### config.mk
export PLATFORM = sky130hd
export DESIGN_NAME = key_sw_dev_flat
export DESIGN_NICKNAME = d
export VERILOG_FILES = /design/src/rtl/key_sw_dev_pkg.sv /design/src/rtl/key_sw_dev_if.sv /design/src/rtl/key_sw_dev_debounce_group.sv /design/src/rtl/key_sw_dev.sv /design/src/flat_wrapper.sv
export SDC_FILE = /design/constraint.sdc
export NUM_CORES = 1
export LEC_CHECK = 0
export CORE_MARGIN = 2
export CORE_UTILIZATION = 38
export DETAILED_ROUTE_END_ITERATION = 8
export PLACE_DENSITY = 0.66
export SYNTH_ARGS = -nofsm -noshare
export SYNTH_HDL_FRONTEND = slang
export SYNTH_HIERARCHICAL = 1
export SYNTH_SLANG_ARGS = --single-unit
### constraint.sdc
create_clock -name clk -period 2.5 [get_ports clk]
set_input_delay 0.5 -clock clk [delete_from_list [all_inputs] [get_ports clk]]
set_output_delay 0.5 -clock clk [all_outputs]
set_load 0.05 [all_outputs]
### src/rtl/key_sw_dev_pkg.sv
// Shared definitions for the KEY/SW input-device responder: register
// addresses, control-bit layout and the control-register update rule.
package key_sw_dev_pkg;

    localparam logic [15:0] DEV_KDATA = 16'hFFF0;
    localparam logic [15:0] DEV_SDATA = 16'hFFF2;
    localparam logic [15:0] DEV_KCTRL = 16'hFFF4;
    localparam logic [15:0] DEV_SCTRL = 16'hFFF6;

    localparam int CTRL_RDY = 0;
    localparam int CTRL_OVR = 2;
    localparam int CTRL_IE  = 4;

    // Register index taken from address bits [2:1] inside the device window.
    typedef enum logic [1:0] {
        REG_KDATA = 2'd0,
        REG_SDATA = 2'd1,
        REG_KCTRL = 2'd2,
        REG_SCTRL = 2'd3
    } reg_sel_e;

    typedef struct packed {
        logic ie;
        logic ovr;
        logic rdy;
    } ctrl_t;

    // Pack a control register into its bus layout.
    function automatic logic [15:0] ctrl_word(input ctrl_t c);
        logic [15:0] w;
        w           = '0;
        w[CTRL_RDY] = c.rdy;
        w[CTRL_OVR] = c.ovr;
        w[CTRL_IE]  = c.ie;
        return w;
    endfunction

    // Next state of one control register. A change event always wins over a
    // simultaneous clear of RDY; OVR is only set when an unread value is lost.
    function automatic ctrl_t ctrl_next(input ctrl_t cur,
                                        input logic  change,
                                        input logic  rd_clr,
                                        input logic  wr,
                                        input logic  wr_rdy,
                                        input logic  wr_ovr,
                                        input logic  wr_ie);
        ctrl_t nxt;
        logic  rdy_clr;
        logic  ovr_clr;
        nxt     = cur;
        rdy_clr = rd_clr | (wr & ~wr_rdy);
        ovr_clr = rd_clr | (wr & ~wr_ovr);
        if (wr) begin
            nxt.ie = wr_ie;
        end
        if (change) begin
            if (cur.rdy && !rdy_clr) begin
                nxt.ovr = 1'b1;
            end
            nxt.rdy = 1'b1;
        end else begin
            if (rdy_clr) nxt.rdy = 1'b0;
            if (ovr_clr) nxt.ovr = 1'b0;
        end
        return nxt;
    endfunction

endpackage

### src/rtl/key_sw_dev_if.sv
// CPU data-bus port of the input device: zero-wait load/store, no stall.
interface key_sw_dev_if #(
    parameter int DBITS = 16
) ();

    logic [DBITS-1:0] addr;
    logic [DBITS-1:0] din;
    logic             we;
    logic             re;
    logic [DBITS-1:0] dout;
    logic             sel;

    modport master (
        output addr, din, we, re,
        input  dout, sel
    );

    modport slave (
        input  addr, din, we, re,
        output dout, sel
    );

endinterface

### src/rtl/key_sw_dev_debounce_group.sv
// One debounced input group: 2-flop synchroniser, candidate register,
// stability counter and committed value. `change` is high for the single
// cycle whose closing edge commits a new value.
module debounce_group #(
    parameter int W          = 4,
    parameter int DEB_CYCLES = 500000,
    parameter int CBITS      = 20
) (
    input  logic         clk,
    input  logic         reset_n,
    input  logic [W-1:0] raw,
    output logic [W-1:0] data,
    output logic         change
);

    logic [W-1:0]     sync1;
    logic [W-1:0]     sync2;
    logic [W-1:0]     cand;
    logic [CBITS-1:0] cnt;
    logic             cnt_full;

    assign cnt_full = (cnt == CBITS'(DEB_CYCLES - 1));
    assign change   = (sync2 == cand) && cnt_full && (cand != data);

    // Synchronise, track the candidate, count stable samples, commit.
    always_ff @(posedge clk) begin
        // NOTE: non-blocking assignments let every flop see pre-edge values, so the synchroniser stages shift instead of collapsing.
        if (!reset_n) begin
            sync1 <= '0;
            sync2 <= '0;
            cand  <= '0;
            cnt   <= '0;
            data  <= '0;
        end else begin
            sync1 <= raw;
            sync2 <= sync1;
            if (sync2 != cand) begin
                cand <= sync2;
                cnt  <= '0;
            end else if (change) begin
                data <= cand;
            end else if (!cnt_full) begin
                cnt <= cnt + CBITS'(1);
            end
        end
    end

endmodule

### src/rtl/key_sw_dev.sv
// Memory-mapped KEY/SW responder at FFF0..FFF6: debounced data registers,
// sticky ready/overrun flags, interrupt enables and a registered IRQ.
module key_sw_dev
    import key_sw_dev_pkg::*;
#(
    parameter int DBITS      = 16,
    parameter int DEB_CYCLES = 500000,
    parameter int CBITS      = 20
) (
    input  logic               clk,
    input  logic               reset_n,
    key_sw_dev_if.slave        bus,
    input  logic [3:0]         key,
    input  logic [9:0]         sw,
    output logic               irq
);

    logic [3:0]       kdata;
    logic [9:0]       sdata;
    logic             k_change;
    logic             s_change;
    ctrl_t            kctrl;
    ctrl_t            sctrl;
    ctrl_t            kctrl_n;
    ctrl_t            sctrl_n;
    logic             in_range;
    reg_sel_e         rsel;
    logic             k_rd_clr;
    logic             s_rd_clr;
    logic             k_wr;
    logic             s_wr;
    logic [DBITS-1:0] dout_c;
    logic             unused_din;

    // Keys are active-low at the pin; invert so 1 means pressed.
    debounce_group #(
        .W          (4),
        .DEB_CYCLES (DEB_CYCLES),
        .CBITS      (CBITS)
    ) u_keys (
        .clk     (clk),
        .reset_n (reset_n),
        .raw     (~key),
        .data    (kdata),
        .change  (k_change)
    );

    debounce_group #(
        .W          (10),
        .DEB_CYCLES (DEB_CYCLES),
        .CBITS      (CBITS)
    ) u_sws (
        .clk     (clk),
        .reset_n (reset_n),
        .raw     (sw),
        .data    (sdata),
        .change  (s_change)
    );

    assign in_range = (bus.addr >= DBITS'(DEV_KDATA)) && (bus.addr <= DBITS'(DEV_SCTRL));
    assign rsel     = reg_sel_e'(bus.addr[2:1]);
    assign bus.sel  = in_range;

    assign k_rd_clr = bus.re && in_range && (rsel == REG_KDATA);
    assign s_rd_clr = bus.re && in_range && (rsel == REG_SDATA);
    assign k_wr     = bus.we && in_range && (rsel == REG_KCTRL);
    assign s_wr     = bus.we && in_range && (rsel == REG_SCTRL);

    // Only the control bits of the store data are meaningful.
    assign unused_din = ^{bus.din[DBITS-1:CTRL_IE+1], bus.din[CTRL_OVR+1], bus.din[CTRL_RDY+1]};

    // Zero-wait read mux; unmapped bits and addresses read as 0.
    always_comb begin
        // NOTE: default first so every path assigns dout_c and no latch is inferred.
        dout_c = '0;
        if (in_range) begin
            unique case (rsel)
                REG_KDATA: dout_c[3:0] = kdata;
                REG_SDATA: dout_c[9:0] = sdata;
                REG_KCTRL: dout_c      = DBITS'(ctrl_word(kctrl));
                REG_SCTRL: dout_c      = DBITS'(ctrl_word(sctrl));
                default:   dout_c      = '0;
            endcase
        end
    end

    assign bus.dout = dout_c;

    assign kctrl_n = ctrl_next(kctrl, k_change, k_rd_clr, k_wr,
                               bus.din[CTRL_RDY], bus.din[CTRL_OVR], bus.din[CTRL_IE]);
    assign sctrl_n = ctrl_next(sctrl, s_change, s_rd_clr, s_wr,
                               bus.din[CTRL_RDY], bus.din[CTRL_OVR], bus.din[CTRL_IE]);

    // Control registers and IRQ; IRQ follows next-state so it rises with RDY.
    always_ff @(posedge clk) begin
        if (!reset_n) begin
            kctrl <= '0;
            sctrl <= '0;
            irq   <= 1'b0;
        end else begin
            kctrl <= kctrl_n;
            sctrl <= sctrl_n;
            irq   <= (kctrl_n.rdy & kctrl_n.ie) | (sctrl_n.rdy & sctrl_n.ie);
        end
    end

endmodule

### src/flat_wrapper.sv
// flat-port wrapper written by rule: the top's interface ports become plain ports
module key_sw_dev_flat import key_sw_dev_pkg::*;
#(
    parameter int DBITS      = 16,
    parameter int DEB_CYCLES = 500000,
    parameter int CBITS      = 20
)
  (clk, reset_n, key, sw, irq, bus_addr, bus_din, bus_we, bus_re, bus_dout, bus_sel);
  key_sw_dev_if #(.DBITS(DBITS)) bus_i ();
  input  logic clk;
  input  logic reset_n;
  input  logic [3:0] key;
  input  logic [9:0] sw;
  output logic irq;
  input wire logic [$bits(bus_i.addr)-1:0] bus_addr;
  input wire logic [$bits(bus_i.din)-1:0] bus_din;
  input wire logic [$bits(bus_i.we)-1:0] bus_we;
  input wire logic [$bits(bus_i.re)-1:0] bus_re;
  output wire logic [$bits(bus_i.dout)-1:0] bus_dout;
  output wire logic [$bits(bus_i.sel)-1:0] bus_sel;
  assign bus_i.addr = bus_addr;
  assign bus_i.din = bus_din;
  assign bus_i.we = bus_we;
  assign bus_i.re = bus_re;
  assign bus_dout = bus_i.dout;
  assign bus_sel = bus_i.sel;
  key_sw_dev #(.DBITS(DBITS), .DEB_CYCLES(DEB_CYCLES), .CBITS(CBITS)) u_core (.clk(clk), .reset_n(reset_n), .bus(bus_i), .key(key), .sw(sw), .irq(irq));
endmodule
Yosys cells after proc, flatten, opt, wreduce, memory -nomap -nowiden:

Index checks and enable logic that the tools add are counted.

* input bits: 50
* output and inout port bits: 18
* register bits: 103
* word-level logic and storage cells: 94

* equal/unequal tests: 13
* bitwise operators: 21
* add/sub/neg operators: 2
* reduce and logical (&&, ||, !) cells: 26
* magnitude comparators: 2
* multiplexer cells: 13

Operators with widths (number)
* $add A20 B1 Y20 const B: 2
* $eq A20 B19 Y1 const B: 2
* $ne A10 B10 Y1: 2
* $pmux W6 S3: 1
* $ge A16 B16 Y1 const B: 1
* $le A16 B16 Y1 const B: 1
* $pmux W4 S4: 1
* $logic_and A1 B1 Y1: 13
* $reduce_and A2 Y1: 6
* $eq A10 B10 Y1: 1
* $mux W10: 1
* $not A1 Y1: 9
* $mux W1: 8
* $ne A4 B4 Y1: 2
* $and A1 B1 Y1: 6
* $or A1 B1 Y1: 5
* $eq A2 B2 Y1 const B: 2
* $eq A4 B4 Y1: 1
* $mux W2: 2
* $ne A2 B2 Y1 const B: 2
* $not A4 Y4: 1
* $reduce_bool A2 Y1: 2
* $reduce_or A2 Y1: 2
* $eq A2 B1 Y1 const B: 1
* other kinds (2): 3

Logic depth before layout (Yosys ltp):

Gate-level depths: netlist of the first run.

* word-level depth: 12
* mapped depth: 8
* depth with buffers taken out: 8

Hierarchy:

The synthesis of the first run kept the hierarchy.

By module, submodules not included
* debounce_group (u_core.u_sws): cells each 243, area each 2447.3 um^2, seq. area each 1201.2 um^2, instances 1
* debounce_group (u_core.u_keys): cells each 175, area each 1640.3 um^2, seq. area each 720.7 um^2, instances 1
* key_sw_dev: cells each 76, area each 621.8 um^2, seq. area each 140.1 um^2, instances 1

Least setup slack after synthesis of the first run:

Ideal clock, no wire load.

* kind: input to output
* start: input port bus_addr[10]
* end: output port bus_dout[1]
* data required time: 2.000 ns
* slack: -0.332 ns
* path buffers: 1
* stages: 4
* data arrival time: 2.332 ns
* cell sequence: nand4_1 > or4_4 > buf_6 > nor3_1

* cells in the longest elaborated chain, start to end: 3
* elaborated cells on any way between the ends: 4
* classes of those cells: order compare (2); mux (1); reduce/logical (1)

Ends and longest elaborated chain
* start: declaration: RTL line flat_wrapper.sv:15 `input wire logic [$bits(bus_i.addr)-1:0] bus_addr;`
* $ge A16 B16 Y1 / $le A16 B16 Y1 (equally long branches): RTL line key_sw_dev.sv:60 `assign in_range = (bus.addr >= DBITS'(DEV_KDATA)) && (bus.addr <= DBITS'(DEV_SCTRL));`
* $logic_and A1 B1 Y1 (*): RTL line key_sw_dev.sv:60
* $mux W10 (*): RTL line key_sw_dev.sv:76 `if (in_range) begin`
* end: declaration: RTL line flat_wrapper.sv:19 `output wire logic [$bits(bus_i.dout)-1:0] bus_dout;`

Mark *: on every way between the ends. The rest lies on a longest branch, timed or not.

Worst setup path in the final report of the first run:

* start: input port bus_addr[3]
* end: output port bus_dout[0]

Same word-level chain as after synthesis.

==> flow_summary.json, run 1 <==
{
  "outcome": "finished, final reports clean",
  "muxShareOfSynthArea": 0.0353,
  "clk_latency_ns": 0.35,
  "synth-warning-count": 6,
  "cts_buffers": 9,
  "clock_pin_slew_of_the_registers_on_the_worst_case_setup_and_hold_paths_ns": 0.07,
  "power.density_cell_area_nw_per_um2": 570,
  "place_inst": 706,
  "setup_viol_count_final": 0,
  "timing.hold.worst.start": "u_core/u_sws/sync1[9]$_SDFF_PN0_",
  "seq_power_share": 0.504,
  "critPathTopFamily": "simple AND/OR/NAND/NOR gates",
  "gr-usage-all-layers": 0.151,
  "grt_use_met2": 0.259,
  "maximum_fanout_encountered_on_the_critical_timing_path": 4,
  "setup.reg_to_reg.worst_slack_ns": 0.33,
  "worst_slack_ns": 0.0756,
  "via_count_of_the_first_global_routing_pass": 3556,
  "via_count": 3667,
  "cp_slowest_cell": "or4_4",
  "synth-xor-area-share": 0.0948,
  "postSynthCellCount": 494,
  "finalWeightedCongestion": 0.842,
  "top_usage_layer": "met2",
  "drive_above_1_share": 0.169,
  "io_buffer_count": 48,
  "drv_cap": 0,
  "cp.depth": 6,
  "die_boundary_height_um": 115,
  "fp.dieW_um": 115,
  "crit_arrival_ns": 1.92,
  "cts_root_buf": "clkbuf_16",
  "main_combinational_cell_family_by_area_after_synthesis": "simple AND/OR/NAND/NOR gates",
  "hold_end": "u_core/u_sws/sync2[9]$_SDFF_PN0_",
  "synthesis.area_um2": 4710,
  "globalRouteMet3Util": 0.0316,
  "crit-reg2reg-capture": "u_core/u_keys/cnt[18]$_SDFFE_PP0P_",
  "drt-wirelength-per-cell_um": 13.3,
  "dominantRegCellSynth": "dfxtp_1",
  "ir_drop_worst_vdd_mv": 0.353,
  "final_nets": 602,
  "clockPowerShare": 0.423,
  "mostFrequentLayoutCell": "dfxtp_1",
  "first_pass_iters": 5,
  "holdPathStages": 1,
  "crit_path_start_kind": "input port",
  "num_io_pins": 68,
  "p_int_mw": 2.50,
  "finish.cell_count_without_fillers": 723,
  "pre_cts_ws_ns": -0.285,
  "critPathMaxStageDelay_ns": 0.55,
  "power.share.switching": 0.257,
  "ff2ff_path_depth": 5,
  "area_enclosed_by_the_die_boundary_um2": 13300,
  "buffers_from_clock_root_to_sink_at_most": 2,
  "post_route_fraction_of_the_period_consumed_by_the_critical_path": 0.970,
  "post_synth.cell_area_avg_um2": 9.53,
  "synth_enable_flop_cells": 0,
  "timing.final.crit_period_ns": 2.42,
  "antenna_cells_inserted": 0,
  "cp_capture_type": "output port",
  "postRouteAntennaNets": 0,
  "globalRoute.totalOverflow": 0,
  "cp_data_required_time_ns": 2.00,
  "synth_cell_type_count": 62,
  "finalWirelength_um": 9620,
  "compound_gate_portion_of_the_synthesized_area": 0.0890,
  "core_region_area_um2": 12100,
  "global_route_wire_length_before_repair_um": 16100,
  "timing.clock.skew_ns": 0.00738,
  "leakagePower_nw": 2.21,
  "power.share.combinational": 0.073,
  "drc_violation_total_after_the_first_tritonroute_iteration": 135,
  "cts_tree": "built",
  "initial_utilization": 0.390,
  "number_of_antenna_violations_at_the_first_check_in_global_routing": 0,
  "min-delay-path-class": "register to register",
  "slew_viol_final": 0,
  "clock_sink_count": 103,
  "seq_area_frac_synth": 0.438,
  "maxSlewHeadroom": 0.517,
  "grt_start_max_net_pins": 22,
  "timing_worst_slew_pin_value_ns": 0.724,
  "rows": 40,
  "critical_path_class": "input port to output port",
  "async_reset_ff_frac": 0,
  "clock.fmax_ghz": 0.412,
  "yosys.area_share.simple": 0.293,
  "synthAdderAreaFrac": 0.00531,
  "critPathBufInv": 2,
  "final.hold.worst_slack_ns": 0.436,
  "p_switching_mw": 0.861,
  "yosys_register_bits": 103,
  "drt-vias-per-instance": 5.07,
  "worstPathCellList": "clkdlybuf4s15_1 -> nand3b_1 -> or4_4 -> a31o_4 -> nor2b_4 -> buf_12",
  "dp_hpwl_um": 6880,
  "post_layout_utilization_of_the_core": 0.488,
  "grt.met1_usage": 0.182,
  "cts_htree_levels": 3,
  "drc": 0,
  "synthToLayoutAreaGrowth_pct": 25.1,
  "rsz0062_at_grt": "no",
  "critical_path.reg2reg.startpoint": "u_core/u_keys/cnt[0]$_SDFFE_PP0P_",
  "ctsHoldBuffers": 0,
  "finalHoldViolCount": 0,
  "mostFrequentLayoutCells": "dfxtp_1, and2_1, nor2_1, xor2_1, nand2_1"
}
[power groups by stage]
stage	clock network, mW	registers [mW]	logic [mW]
after floorplan	0	1.72	0.162
after global placement	0	1.73	0.247
after detailed placement	0	1.73	0.252
after CTS	1.45	1.69	0.246
after global routing	1.52	1.70	0.268
final	1.42	1.69	0.245
[how the worst max path moves through the flow]
stage / slack (ns) / end / from
2_1_floorplan: -0.33 / bus_dout[1] / bus_addr[10]
3_3_place_gp: -0.25 / bus_dout[1] / bus_addr[10]
3_5_place_dp: -0.28 / bus_dout[8] / bus_addr[11]
4_1_cts: 0.001 / bus_dout[8] / bus_addr[3]
5_1_grt: 0.003 / bus_dout[2] / bus_addr[3]
6_report: 0.08 / bus_dout[0] / bus_addr[3]
[cells in the mapped netlist, types with 3 or more instances]
master	number	area, µm²
nand4_1	21	131
a31oi_1	3	18.8
clkbuf_1	9	33.8
mux2i_1	11	110
nor3_1	12	60.1
buf_4	6	45.0
o31ai_2	7	87.6
a21oi_1	21	105
nand3b_1	4	30.0
dfxtp_1	103	2060
and4_1	7	61.3
and2_1	48	300
nand3_1	11	55.1
o21ai_0	12	60.1
or4_1	4	30.0
nor2_1	37	139
nand4b_1	3	26.3
inv_1	10	37.5
nand2_1	34	128
buf_6	4	45.0
xor2_1	35	307
nor2b_1	3	18.8
o31a_1	3	26.3
or4_4	3	33.8
nor4_1	8	50.1
xnor2_1	16	140
buf_2	8	40.0
o31ai_1	5	37.5
and3_1	3	18.8
[layout make-up]
type / count / area, µm²
clock buffer: 9 / 225
clock inverter: 7 / 82.6
fill: 1125 / 6170
inverter: 11 / 41.3
multi-input combinational: 358 / 2540
sequential: 103 / 2060
tap: 168 / 210
timing repair buffer: 67 / 731
[flip-flops by register name, indices dropped and copies added, names as in the netlist]
| name | flops |
|---|---|
| u_core/u_keys/cnt | 20 |
| u_core/u_sws/cnt | 20 |
| u_core/u_sws/cand | 10 |
| u_core/u_sws/data | 10 |
| u_core/u_sws/sync1 | 10 |
| u_core/u_sws/sync2 | 10 |
| u_core/u_keys/cand | 4 |
| u_core/u_keys/data | 4 |
| u_core/u_keys/sync1 | 4 |
| u_core/u_keys/sync2 | 4 |
| u_core/kctrl | 3 |
| u_core/sctrl | 3 |
| u_core/irq | 1 |
[logic make-up after synthesis]
| family | after synthesis |
|---|---|
| compound gates | 60 |
| xor+xnor | 51 |
| fa+ha+maj | 2 |
| buf+inv | 38 |
| flops | 103 |
| mux | 14 |
| other cells | 1 |
| simple gates | 225 |
[what timing repair did]
item	CTS	global route
setup buffers	1	0
gates resized for setup	31	5
pin swaps	6	3
setup endpoints to repair	11	10
[per-stage QoR]
step | power (mW) | cell area (µm²) | TNS, ns
6_report | 3.36 | 5890 | 0
5_1_grt | 3.49 | 5890 | 0
4_1_cts | 3.39 | 5870 | 0
3_5_place_dp | 1.98 | 5510 | -3.10
3_3_place_gp | 1.97 | 5510 | -2.57
2_1_floorplan | 1.89 | 4740 | -0.665
[per-layer routing]
layer | vias up | wire [µm]
met1 | 1727 | 4220
li1 | 1839 | -
met4 | 0 | 193
met3 | 13 | 380
met2 | 88 | 4820
met5 | - | 0
[worst reg2reg max path, delay by kind of cell, from the launching register on]
family          cells  cell delay, ns
simple gates        3            1.27
flops               1            0.42
compound gates      1            0.16
fa+ha+maj           1            0.26
Power figures use the tool's default switching activity.
==> inputs of run 2 (changes only) <==
--- a/config.mk
+++ b/config.mk
@@ -7,6 +7,7 @@
 export LEC_CHECK = 0
 export CORE_MARGIN = 2
 export CORE_UTILIZATION = 38
+export CTS_BUF_LIST = sky130_fd_sc_hd__clkbuf_4 sky130_fd_sc_hd__clkbuf_8
 export DETAILED_ROUTE_END_ITERATION = 8
 export PLACE_DENSITY = 0.66
 export SYNTH_ARGS = -nofsm -noshare
==> run 2 against run 1 <==
Net effect:
- global-route usage shrank 0.20 points
- wire length shrank 0.47%
- combinational power is essentially flat
- die area is the same
- final cell count is the same
- largest cell class unchanged
- flip-flop and latch count is the same
- critical path depth is the same
==> flow_summary.json, run 2 (synthesis gave the netlist of run 1 again) <==
{
  "clock_sink_count": 103,
  "finish.cell_count_without_fillers": 723,
  "clock_pin_slew_of_the_registers_on_the_worst_case_setup_and_hold_paths_ns": 0.10,
  "leakagePower_nw": 2.16,
  "grt.met1_usage": 0.182,
  "finalHoldViolCount": 0,
  "cts_tree": "built",
  "synthToLayoutAreaGrowth_pct": 22.9,
  "drv_cap": 0,
  "grt_start_max_net_pins": 22,
  "first_pass_iters": 4,
  "setup_viol_count_final": 0,
  "initial_utilization": 0.390,
  "number_of_antenna_violations_at_the_first_check_in_global_routing": 0,
  "power.share.switching": 0.273,
  "grt_use_met2": 0.252,
  "clock.fmax_ghz": 0.412,
  "worstPathCellList": "clkdlybuf4s15_1 -> nand3b_1 -> or4_4 -> a31o_4 -> nor2b_4 -> buf_12",
  "global_route_wire_length_before_repair_um": 15900,
  "maxSlewHeadroom": 0.528,
  "buffers_from_clock_root_to_sink_at_most": 2,
  "timing.final.crit_period_ns": 2.43,
  "drt-vias-per-instance": 5.08,
  "antenna_cells_inserted": 0,
  "rsz0062_at_grt": "no",
  "finalWirelength_um": 9570,
  "final_nets": 602,
  "post_layout_utilization_of_the_core": 0.480,
  "slew_viol_final": 0,
  "cp_slowest_cell": "or4_4",
  "cts_root_buf": "clkbuf_8",
  "reg.largest.list": "u_core/u_keys/cnt: 20 flops, u_core/u_sws/cnt: 20 flops",
  "critPathBufInv": 2,
  "p_switching_mw": 0.819,
  "finalWeightedCongestion": 0.842,
  "rows": 40,
  "crit_path_start_kind": "input port",
  "via_count_of_the_first_global_routing_pass": 3514,
  "critical_path_class": "input port to output port",
  "seq_power_share": 0.564,
  "mostFrequentLayoutCells": "dfxtp_1, and2_1, nor2_1, xor2_1, nand2_1",
  "globalRoute.totalOverflow": 0,
  "post_route_fraction_of_the_period_consumed_by_the_critical_path": 0.970,
  "core_region_area_um2": 12100,
  "postRouteAntennaNets": 0,
  "gr-usage-all-layers": 0.149,
  "p_int_mw": 2.18,
  "maximum_fanout_encountered_on_the_critical_timing_path": 4,
  "fp.dieW_um": 115,
  "drc": 0,
  "crit_arrival_ns": 1.93,
  "num_io_pins": 68,
  "power.share.combinational": 0.082,
  "drc_violation_total_after_the_first_tritonroute_iteration": 130,
  "outcome": "finished, final reports clean",
  "die_boundary_height_um": 115,
  "timing.clock.skew_ns": 0.00723,
  "top_usage_layer": "met2",
  "layout.cell_area.non_filler_um2": 5790,
  "ir_drop_worst_vdd_mv": 0.331,
  "power.density_cell_area_nw_per_um2": 518,
  "cp_capture_type": "output port",
  "timing_worst_slew_pin_value_ns": 0.708,
  "ctsHoldBuffers": 0,
  "critPathTopFamily": "simple AND/OR/NAND/NOR gates",
  "place_inst": 706,
  "cts_htree_levels": 3,
  "drive_above_1_share": 0.169,
  "area_enclosed_by_the_die_boundary_um2": 13300,
  "cp_data_required_time_ns": 2.00,
  "globalRouteMet3Util": 0.0221,
  "cts_buffers": 9,
  "fill_cells": 1135,
  "dp_hpwl_um": 6880,
  "post-layout-total-power_mw": 3.00,
  "critPathMaxStageDelay_ns": 0.55,
  "placed_area_um2": 5510,
  "clk_latency_ns": 0.38,
  "clockPowerShare": 0.354,
  "via_count": 3674,
  "io_buffer_count": 48,
  "drt-wirelength-per-cell_um": 13.2,
  "min-delay-path-class": "register to register",
  "mostFrequentLayoutCell": "dfxtp_1",
  "sum_neg_setup_slack_ns": 0
}
## run 2: cell counts in the layout (fill, tap and decap cells not counted)
Identical to the previous run, type by type.
## run 2: final timing paths
check | startpoint | to | slack (ns) | cells past startpoint
worst max-delay path | bus_addr[3] | bus_dout[0] | 0.07 | 6
worst min-delay path | u_core/u_keys/sync1[2]$_SDFF_PN0_ | u_core/u_keys/sync2[2]$_SDFF_PN0_ | 0.44 | 1
worst max register to register | u_core/u_keys/cnt[7]$_SDFFE_PP0P_ | u_core/u_keys/data[3]$_SDFFE_PN0P_ | 0.30 | 4
worst min register to register | u_core/u_keys/sync1[2]$_SDFF_PN0_ | u_core/u_keys/sync2[2]$_SDFF_PN0_ | 0.44 | 1
## run 2: final cells by class
class / count / area [µm²] / area share
tap: 168 / 210 / 0.0363
clock buffer: 9 / 124 / 0.0214
clock inverter: 7 / 82.6 / 0.0143
timing repair buffer: 67 / 731 / 0.126
sequential: 103 / 2060 / 0.356
multi-input combinational: 358 / 2540 / 0.439
inverter: 11 / 41.3 / 0.00713
## run 2: worst register-to-register path: cells and delay by family (launching register included)
kind / cells / cell delay [ns]
flops: 1 / 0.41
mux: 1 / 0.23
simple gates: 3 / 1.50
## run 2: layer usage
metal	wire [µm]	share of wire	up-vias
li1	-	-	1833
met1	4200	0.44	1736
met2	4740	0.50	85
met3	346	0.036	20
met4	280	0.029	0
met5	0	0	-
## run 2: power by group through the flow
stage / registers [mW] / logic (mW) / clock network, mW
floorplan: 1.72 / 0.162 / 0
detailed placement: 1.73 / 0.252 / 0
global route: 1.70 / 0.268 / 1.16
finish: 1.69 / 0.246 / 1.06
global placement: 1.73 / 0.247 / 0
CTS: 1.69 / 0.246 / 1.09
## run 2: through the flow
stage | setup WS (ns) | hold WS, ns
finish | 0.0744 | 0.444
global route | 0.00310 | 0.454
CTS | 0.00143 | 0.445
detailed placement | -0.285 | 0.419
global placement | -0.250 | 0.416
floorplan | -0.332 | 0.412
## run 2: what timing repair did
action                     4_1_cts  5_1_grt
gates resized for setup         31        5
setup endpoints to repair       11       10
setup buffers                    1        0
pin swaps                        6        3
==> inputs of run 3 (changes only) <==
--- a/config.mk
+++ b/config.mk
@@ -5,6 +5,7 @@
 export SDC_FILE = /design/constraint.sdc
 export NUM_CORES = 1
 export LEC_CHECK = 0
+export CAP_MARGIN = 20
 export CORE_MARGIN = 2
 export CORE_UTILIZATION = 38
 export CTS_BUF_LIST = sky130_fd_sc_hd__clkbuf_4 sky130_fd_sc_hd__clkbuf_8
==> results of run 3 <==
The final DEF is identical to that of run 2; final timing and power are the same.
